`src/rtl/clock_pkg.sv`:
```
// Shared constants and FSM state encoding for the master clock chain.
package clock_pkg;

    localparam int CLK_DIV_W  = 4;
    localparam int CLK_PHASES = 3;
    localparam int CLK_PH_W   = 2;

    typedef enum logic [1:0] {
        ST_RUN,
        ST_DRAIN,
        ST_PAUSED,
        ST_STEP
    } run_state_t;

endpackage

```
`src/rtl/clk_prescale.sv`:
```
// CLK_DRV prescaler: counts 0..div, strobes on terminal count, holds while paused.
// The divide value is latched on reload (period boundary) and on the first cycle after reset.
module clk_prescale #(
    parameter int DIV_W = 4
) (
    input  logic             clk_i,
    input  logic             rst_i,
    input  logic [DIV_W-1:0] div_i,
    input  logic             hold_i,
    input  logic             reload_i,
    output logic             strobe_o
);

    logic [DIV_W-1:0] cnt_q, cnt_d;
    logic [DIV_W-1:0] div_q, div_d;
    logic [DIV_W-1:0] div_eff;
    logic             init_q;

    // Until the first clock after reset the latch is empty, so use DIV directly.
    assign div_eff  = init_q ? div_i : div_q;
    assign strobe_o = !rst_i && !hold_i && (cnt_q == div_eff);

    always_comb begin
        cnt_d = cnt_q;
        div_d = div_q;
        if (!hold_i)
            cnt_d = strobe_o ? '0 : cnt_q + 1'b1;
        if (init_q || reload_i)
            div_d = div_i;
    end

    always_ff @(posedge clk_i or posedge rst_i) begin
        if (rst_i) begin
            cnt_q  <= '0;
            div_q  <= '0;
            init_q <= 1'b1;
        end else begin
            cnt_q  <= cnt_d;
            div_q  <= div_d;
            init_q <= 1'b0;
        end
    end

endmodule

```
`src/rtl/clock_run_ctrl.sv`:
```
// Run/pause/single-step sequencer for the master clock chain; stops only on period boundaries.
// Define CLK_STEP_EN to build the single-step path (STEP state, STEP_REQ edge detect, STEP_ACK).
module clock_run_ctrl
    import clock_pkg::*;
#(
    parameter int DIV_W  = CLK_DIV_W,
    parameter int PHASES = CLK_PHASES,
    parameter int PH_W   = CLK_PH_W
) (
    input  logic             CLK_DRV,
    input  logic             RESET,
    input  logic [DIV_W-1:0] DIV,
    input  logic             PAUSE_REQ,
    input  logic             STEP_REQ,
    output logic             CLK_SRC_EN,
    output logic [PH_W-1:0]  PHASE,
    output logic             PERIOD_END,
    output logic             PAUSED,
    output logic             STEP_ACK
);

    localparam logic [PH_W-1:0] PH_LAST = PH_W'(PHASES - 1);

    run_state_t      state_q, state_d;
    logic [PH_W-1:0] phase_q, phase_d;
    logic            strobe;
    logic            period_end;
    logic            hold;

    assign hold       = (state_q == ST_PAUSED);
    assign period_end = strobe && (phase_q == PH_LAST);

    clk_prescale #(.DIV_W(DIV_W)) u_prescale (
        .clk_i    (CLK_DRV),
        .rst_i    (RESET),
        .div_i    (DIV),
        .hold_i   (hold),
        .reload_i (period_end),
        .strobe_o (strobe)
    );

`ifdef CLK_STEP_EN
    logic step_q;
    logic step_rise;
    logic ack_q, ack_d;

    assign step_rise = STEP_REQ && !step_q;
    assign STEP_ACK  = ack_q;

    always_ff @(posedge CLK_DRV or posedge RESET) begin
        if (RESET) begin
            step_q <= 1'b0;
            ack_q  <= 1'b0;
        end else begin
            step_q <= STEP_REQ;
            ack_q  <= ack_d;
        end
    end
`else
    logic unused_step;
    assign unused_step = STEP_REQ;
    assign STEP_ACK    = 1'b0;
`endif

    always_comb begin
        phase_d = phase_q;
        if (strobe)
            phase_d = period_end ? '0 : phase_q + 1'b1;
    end

    always_comb begin
        state_d = state_q;
`ifdef CLK_STEP_EN
        ack_d   = 1'b0;
`endif
        case (state_q)
            ST_RUN:
                if (PAUSE_REQ) state_d = ST_DRAIN;
            // A dropped request beats a coincident period end: keep running.
            ST_DRAIN:
                if (!PAUSE_REQ)      state_d = ST_RUN;
                else if (period_end) state_d = ST_PAUSED;
            ST_PAUSED:
                if (!PAUSE_REQ) state_d = ST_RUN;
`ifdef CLK_STEP_EN
                else if (step_rise) state_d = ST_STEP;
            ST_STEP:
                if (period_end) begin
                    state_d = ST_PAUSED;
                    ack_d   = 1'b1;
                end
`endif
            default:
                state_d = ST_RUN;
        endcase
    end

    always_ff @(posedge CLK_DRV or posedge RESET) begin
        if (RESET) begin
            state_q <= ST_RUN;
            phase_q <= '0;
        end else begin
            state_q <= state_d;
            phase_q <= phase_d;
        end
    end

    assign CLK_SRC_EN = strobe;
    assign PHASE      = phase_q;
    assign PERIOD_END = period_end;
    assign PAUSED     = (state_q == ST_PAUSED);

endmodule
```
`config.mk`:
```
export PLATFORM = sky130hd
export DESIGN_NAME = clock_run_ctrl
export DESIGN_NICKNAME = d
export VERILOG_FILES = /design/src/rtl/clock_pkg.sv /design/src/rtl/clk_prescale.sv /design/src/rtl/clock_run_ctrl.sv
export SDC_FILE = /design/constraint.sdc
export NUM_CORES = 1
export LEC_CHECK = 0
export BUFFER_PORTS_ARGS = -buffer_cell sky130_fd_sc_hd__buf_2
export CAP_MARGIN = 20
export CORE_AREA = 4 4 41 43
export CTS_CLUSTER_SIZE = 14
export DETAILED_ROUTE_END_ITERATION = 16
export DIE_AREA = 0 0 45 47
export GPL_ROUTABILITY_DRIVEN = 0
export GPL_TIMING_DRIVEN = 1
export PLACE_DENSITY = 0.84
export SETUP_SLACK_MARGIN = 0.02
export SKIP_CTS_REPAIR_TIMING = 1
export SYNTH_ARGS = -nofsm -noshare
export SYNTH_HDL_FRONTEND = slang
export SYNTH_SLANG_ARGS = --single-unit
```
`constraint.sdc`:
```
create_clock -name CLK_DRV -period 6.02 [get_ports CLK_DRV]
set_clock_uncertainty 0.05 [all_clocks]
set_input_delay 0.301 -clock CLK_DRV [delete_from_list [all_inputs] [get_ports CLK_DRV]]
set_output_delay 0.301 -clock CLK_DRV [all_outputs]
set_load 0.02 [all_outputs]
```
---- Word-level counts from Yosys, hierarchy flattened ----
Cells that the tools add are included.
word-level totals
  register bits after elaboration ......... 13
  logic and storage cells ................. 30
  output and inout port bits .............. 6
operators by class
  equality and inequality tests ........... 7
  multiplexer cells ....................... 8
  $add $sub $neg .......................... 2
  reductions and logical operators ........ 8
operators with widths
  cell                                           count
  2-to-1 mux 2 bit                               5
  2-to-1 mux 4 bit                               2
  case mux 2 bit (3 select lines)                1
  adder 4 x 1 -> 4 bit, second input constant    1
  == test 2 bit, second input constant           2
  == test 4 bit                                  1
  inequality test 2 bit, second input constant   2
  logical AND 1 bit                              3
  inequality test 3 bit, second input constant   1
  AND reduction 3 bit                            1
  adder 2 x 1 -> 2 bit, second input constant    1
  == test 2 x 1 -> 1 bit, second input constant  1
  zero test 1 bit                                2
  zero test 2 bit                                1
  logical OR 1 bit                               1

---- Logic depth before layout (Yosys ltp) ----
  depth in word-level cells ............... 8
  mapped depth ............................ 7
  gate-level depth less buffers ........... 6

---- Modules after synthesis ----
From an unflattened synthesis, not the netlist that was laid out.
unflattened totals
  cells, all modules ...................... 59
  area, all modules ....................... 676.9 um2
by module, submodules not included
  module          seq. area each (um2)  area each (um2)  cells an instance  instances
  clk_prescale    226.5                 486.7            41                 1
  clock_run_ctrl  100.1                 190.2            18                 1

---- Least setup slack after synthesis ----
No wires, ideal clock.
  path kind ............................... register to register
  start point ............................. reg u_prescale.init_q
  end point ............................... reg phase_q[0], in the netlist PHASE[0]
  setup slack ............................. 3.970 ns
  data required time ...................... 5.842 ns
  library setup time ...................... 0.128 ns
  stages on the path, launching flop included .. 8
  arrival ................................. 1.872 ns
  buffers on the path ..................... 1
  clock period less this slack ............ 2.050 ns
  path through ............................ dfstp_2 -> buf_6 -> mux2i_1 -> xnor2_1 -> nor4_4 -> nand2_1 -> inv_2 -> mux2_1
on the way
  longest elaborated chain between the ends .. 5
RTL lines
  element                 line                   RTL
  from (decl)             clk_prescale.sv:17     logic init_q;
  from (signal assigned)  clk_prescale.sv:36     init_q <= 1'b1;
  from (signal assigned)  clk_prescale.sv:40     init_q <= 1'b0;
  2-to-1 mux 4 bit (*)    clk_prescale.sv:20     assign div_eff = init_q ? div_i : div_q;
  == test 4 bit (*)       clk_prescale.sv:21     assign strobe_o = !rst_i && !hold_i && (cnt_q == div_eff);
  logical AND 1 bit (*)   clk_prescale.sv:21
  net CLK_SRC_EN          clock_run_ctrl.sv:15   output logic CLK_SRC_EN,
  logical AND 1 bit       clock_run_ctrl.sv:31   assign period_end = strobe && (phase_q == PH_LAST);
  2-to-1 mux 2 bit        clock_run_ctrl.sv:68   phase_d = period_end ? '0 : phase_q + 1'b1;
  to (signal assigned)    clock_run_ctrl.sv:104  phase_q <= phase_d;
  to (decl)               clock_run_ctrl.sv:25   logic [PH_W-1:0] phase_q, phase_d;
Mark *: on every way through the listed nets, which the timed path passes. The rest lies on a longest branch.
A chain may end at the register's enable or synchronous reset.

---- Worst setup path after layout ----
  start point ............................. reg u_prescale.init_q
  end point ............................... out CLK_SRC_EN
on the way
  longest elaborated chain between the ends .. 3
RTL lines
  element            line
  2-to-1 mux 4 bit   clk_prescale.sv:20
  == test 4 bit      clk_prescale.sv:21
  logical AND 1 bit  clk_prescale.sv:21
  to (decl)          clock_run_ctrl.sv:15
No other way between the ends.

==> out/metrics.csv <==
stage,metric,value,unit
cts,clockBufferDepth,2,
setup_path,cp.required,5.67,ns
global_route,grt_remaining_overflow,0,
setup_path,path_cells,"mux2i_1, xnor2_1, nor4_4, nand2_1, inv_2, buf_2",
drt,first_pass_iters,4,
yosys,synth_edf_count,0,
power,power_density,385,mW/mm²
drt,top_layer,met4,
sta,holdWs,-0.00376,ns
die,die_width,45,µm
yosys,yosysWarnings,0,
power,pwr-share-clk,17.9,%
cts,root_buffer,clkbuf_4,
cts,cts_buffers,3,
final_layout,filler_cell_count,125,
die,io_pins,14,
die,core,0.00130,mm²
final_layout,syn2layout_area_growth,12.4,%
yosys,ys_ff_latch,13,
yosys,synth_flop_cell,dfrtp_1,
run,maxCapViolations,0,
final_layout,layout-drive-gt1-share,28.0,%
setup_path,reg2reg_to,PHASE[0],
setup_path,worst_ep_arrival_time,2.11,ns
setup_path,reg2reg_slack,3.88,ns
placed_design,dp_hpwl,889,µm
yosys,yosysTopAreaCell,dfrtp_1,
setup_path,startpoint_type,register,
drt,dr_wl_met2,500,µm
yosys,yosys-top-cells-area,"dfrtp_1 (44%), mux2i_1 (7.3%), xnor2_1 (5.1%)",
setup_path,worstRegToRegCells,6,
sta,finalHoldViolCount,7,
yosys,syn_inst,61,
setup_path,critPathSlowestCell,dfstp_2,
global_route,track_usage,14.7,%
setup_path,worst-path-max-fanout,7,
global_route,antenna_found_initial,0,
placed_design,dp_worst_setup_slack,3.82,ns
cts,cts.sinks,13,
sta,tightest_slew,0.516,ns
power,p_leak,0.372,nW
sta,finalCriticalPeriod,2.46,ns
drt,vias_per_cell,5.12,
die,initial_core_util,52.6,%
sta,max_clock_freq,406,MHz
power,netSwitchingFraction,37.4,%
setup_path,rr_startpoint,u_prescale.init_q,
setup_path,cpLargestDelayFamily,flip-flops,
drt,wl,1140,µm
sta,fin_tns_setup,0,ns
yosys,netlist.area_leader.share,43.9,%
placed_design,port_buffers,11,
final_layout,nets,85,
power,power.switching,0.111,mW
drt,avgRoutedWirePerCell,12.6,µm
global_route,grt_pass1_vias,469,
cts,clkLatencyLatePin,0.27,ns
sta,slew_headroom,65.6,%
setup_path,crit_type,register to primary output,
drt,ant_nets,0,
worst_hold_path,hp-class,primary input to asynchronous set/reset pin,
global_route,grt_max_degree,15,
power,peakVddDrop,0.232,mV
setup_path,max_stage_delay,0.62,ns
drt,wl_met1,541,µm
die,die_h,47,µm
final_layout,num_antenna_cells,0,
cts,cts_tree,yes,
outcome,violations,negative hold slack,
sta,rsz0062_at_grt,false,
yosys,syn_area,684,µm²
drt,via_count,461,
sta,fin_crit_sh,40.9,%
power,p_comb_share,35.2,%
die,dieArea,0.00212,mm²
power,finalPower,0.296,mW
cts,clkSlewWorstSetupHoldPaths,0.08,ns
cts,ctsHtreeMaxLevel,1,
sta,setup_viol,0,
power,p_seq_share,47.0,%
final_layout,post-route-util,59.1,%
drt,met3_length,72,µm
final_layout,regArea,327,µm²
setup_path,cp_num_buf_inv,2,
outcome,outcome,"finished, violations left",
drt,drt_iter0_markers,11,
power,p_int,0.185,mW
sta,slew_violations,0,
final_layout,multiInputGateArea,332,µm²
setup_path,end_kind,primary output,
sta,final.setup.worst_slack,3.56,ns
yosys,syn_avg_cell_area,11.2,µm²
yosys,ys_seq_area_share,47.7,%
yosys,ys_types,26,
die,rows,13,
yosys,synthArstFlopShare,100,%
drt,drc,0,
global_route,grt_pass1_wl,2170,µm
## sequential cells by signal, indices dropped and copies added, names as in the netlist
name and flops:
u_prescale.cnt_q 4, u_prescale.div_q 4, PHASE 2, state_q 2, u_prescale.init_q 1
## cell usage after synthesis, types with 2 or more instances
cell	instances
inv_1	2
nor2_1	3
mux2_1	2
xnor2_1	4
nand2b_1	3
mux2i_1	5
dfrtp_1	12
xor2_1	3
nand2_1	7
o21ai_0	2
mux2_2	3
## worst max path at each step
stage	slack, ns	end	cells past startpoint	startpoint
6_report	3.56	CLK_SRC_EN	6	u_prescale.init_q
5_1_grt	3.33	CLK_SRC_EN	6	u_prescale.init_q
4_1_cts	3.52	CLK_SRC_EN	6	u_prescale.init_q
3_5_place_dp	3.82	CLK_SRC_EN	6	u_prescale.init_q
3_3_place_gp	3.86	CLK_SRC_EN	6	u_prescale.init_q
2_1_floorplan	3.97	PHASE[0]	7	u_prescale.init_q
## layout make-up
type,instances,area share [%]
flip-flops and latches,13,42.4
clock buffers,4,3.41
multi-input cells,44,43.1
inverters,3,1.46
repair buffers,11,7.15
well taps,15,2.44
## stage by stage
stage	cells	area (µm²)
2_1_floorplan	62	688
3_3_place_gp	86	743
3_5_place_dp	86	743
4_1_cts	90	769
5_1_grt	90	769
6_report	90	769
## cell usage in the layout (no fill, tap or decap)
| master | n |
|---|---|
| nand2_1 | 7 |
| dfstp_2 | 1 |
| o21ai_0 | 2 |
| o22ai_1 | 1 |
| nand4b_1 | 1 |
| xor2_1 | 3 |
| inv_2 | 1 |
| and3_1 | 1 |
| nor2b_1 | 1 |
| dfrtp_1 | 12 |
| mux2_2 | 3 |
| nand3_1 | 1 |
| nor2_1 | 3 |
| conb_1 | 2 |
| nand4_1 | 1 |
| mux2i_1 | 5 |
| a21oi_1 | 1 |
| nor4_4 | 1 |
| buf_2 | 11 |
| a31oi_2 | 1 |
| xnor2_1 | 4 |
| inv_1 | 2 |
| clkbuf_4 | 3 |
| ha_1 | 1 |
| nand2b_1 | 3 |
| mux2_1 | 2 |
| clkbuf_1 | 1 |
## power groups by stage
stage | Sequential, mW | Clock, mW | Combinational [mW]
after floorplan | 0.142 | 0 | 0.0796
after global placement | 0.139 | 0 | 0.101
after detailed placement | 0.142 | 0 | 0.105
after CTS | 0.140 | 0.0545 | 0.106
after global routing | 0.143 | 0.0613 | 0.121
final | 0.139 | 0.0530 | 0.104
## worst reg2reg max path, delay by kind of cell (launching register included)
kind / cells / cell delay, ns
xor+xnor: 1 / 0.13
buf+inv: 1 / 0.13
flops: 1 / 0.62
mux: 2 / 0.59
simple gates: 2 / 0.51
## kinds of logic (layout without fill, tap and decap cells)
family	after synthesis	in the layout	share of synthesized area [%]
and+or+nand+nor	19	19	16.1
DFF	13	13	47.7
muxes	10	10	15.5
xor gates and xnor gates	7	7	8.96
AOI/OAI and AO/OA	5	5	4.94
buffers and inverters	5	18	4.39
adders and majority gates	1	1	1.83
other	1	2	0.548
## per-layer routing
metal	GRT usage [%]	vias to the layer above
li1	-	232
met1	18.9	217
met2	22.0	10
met3	5.36	2
met4	7.02	0
met5	0	-
(Power assumes the default switching activity.)
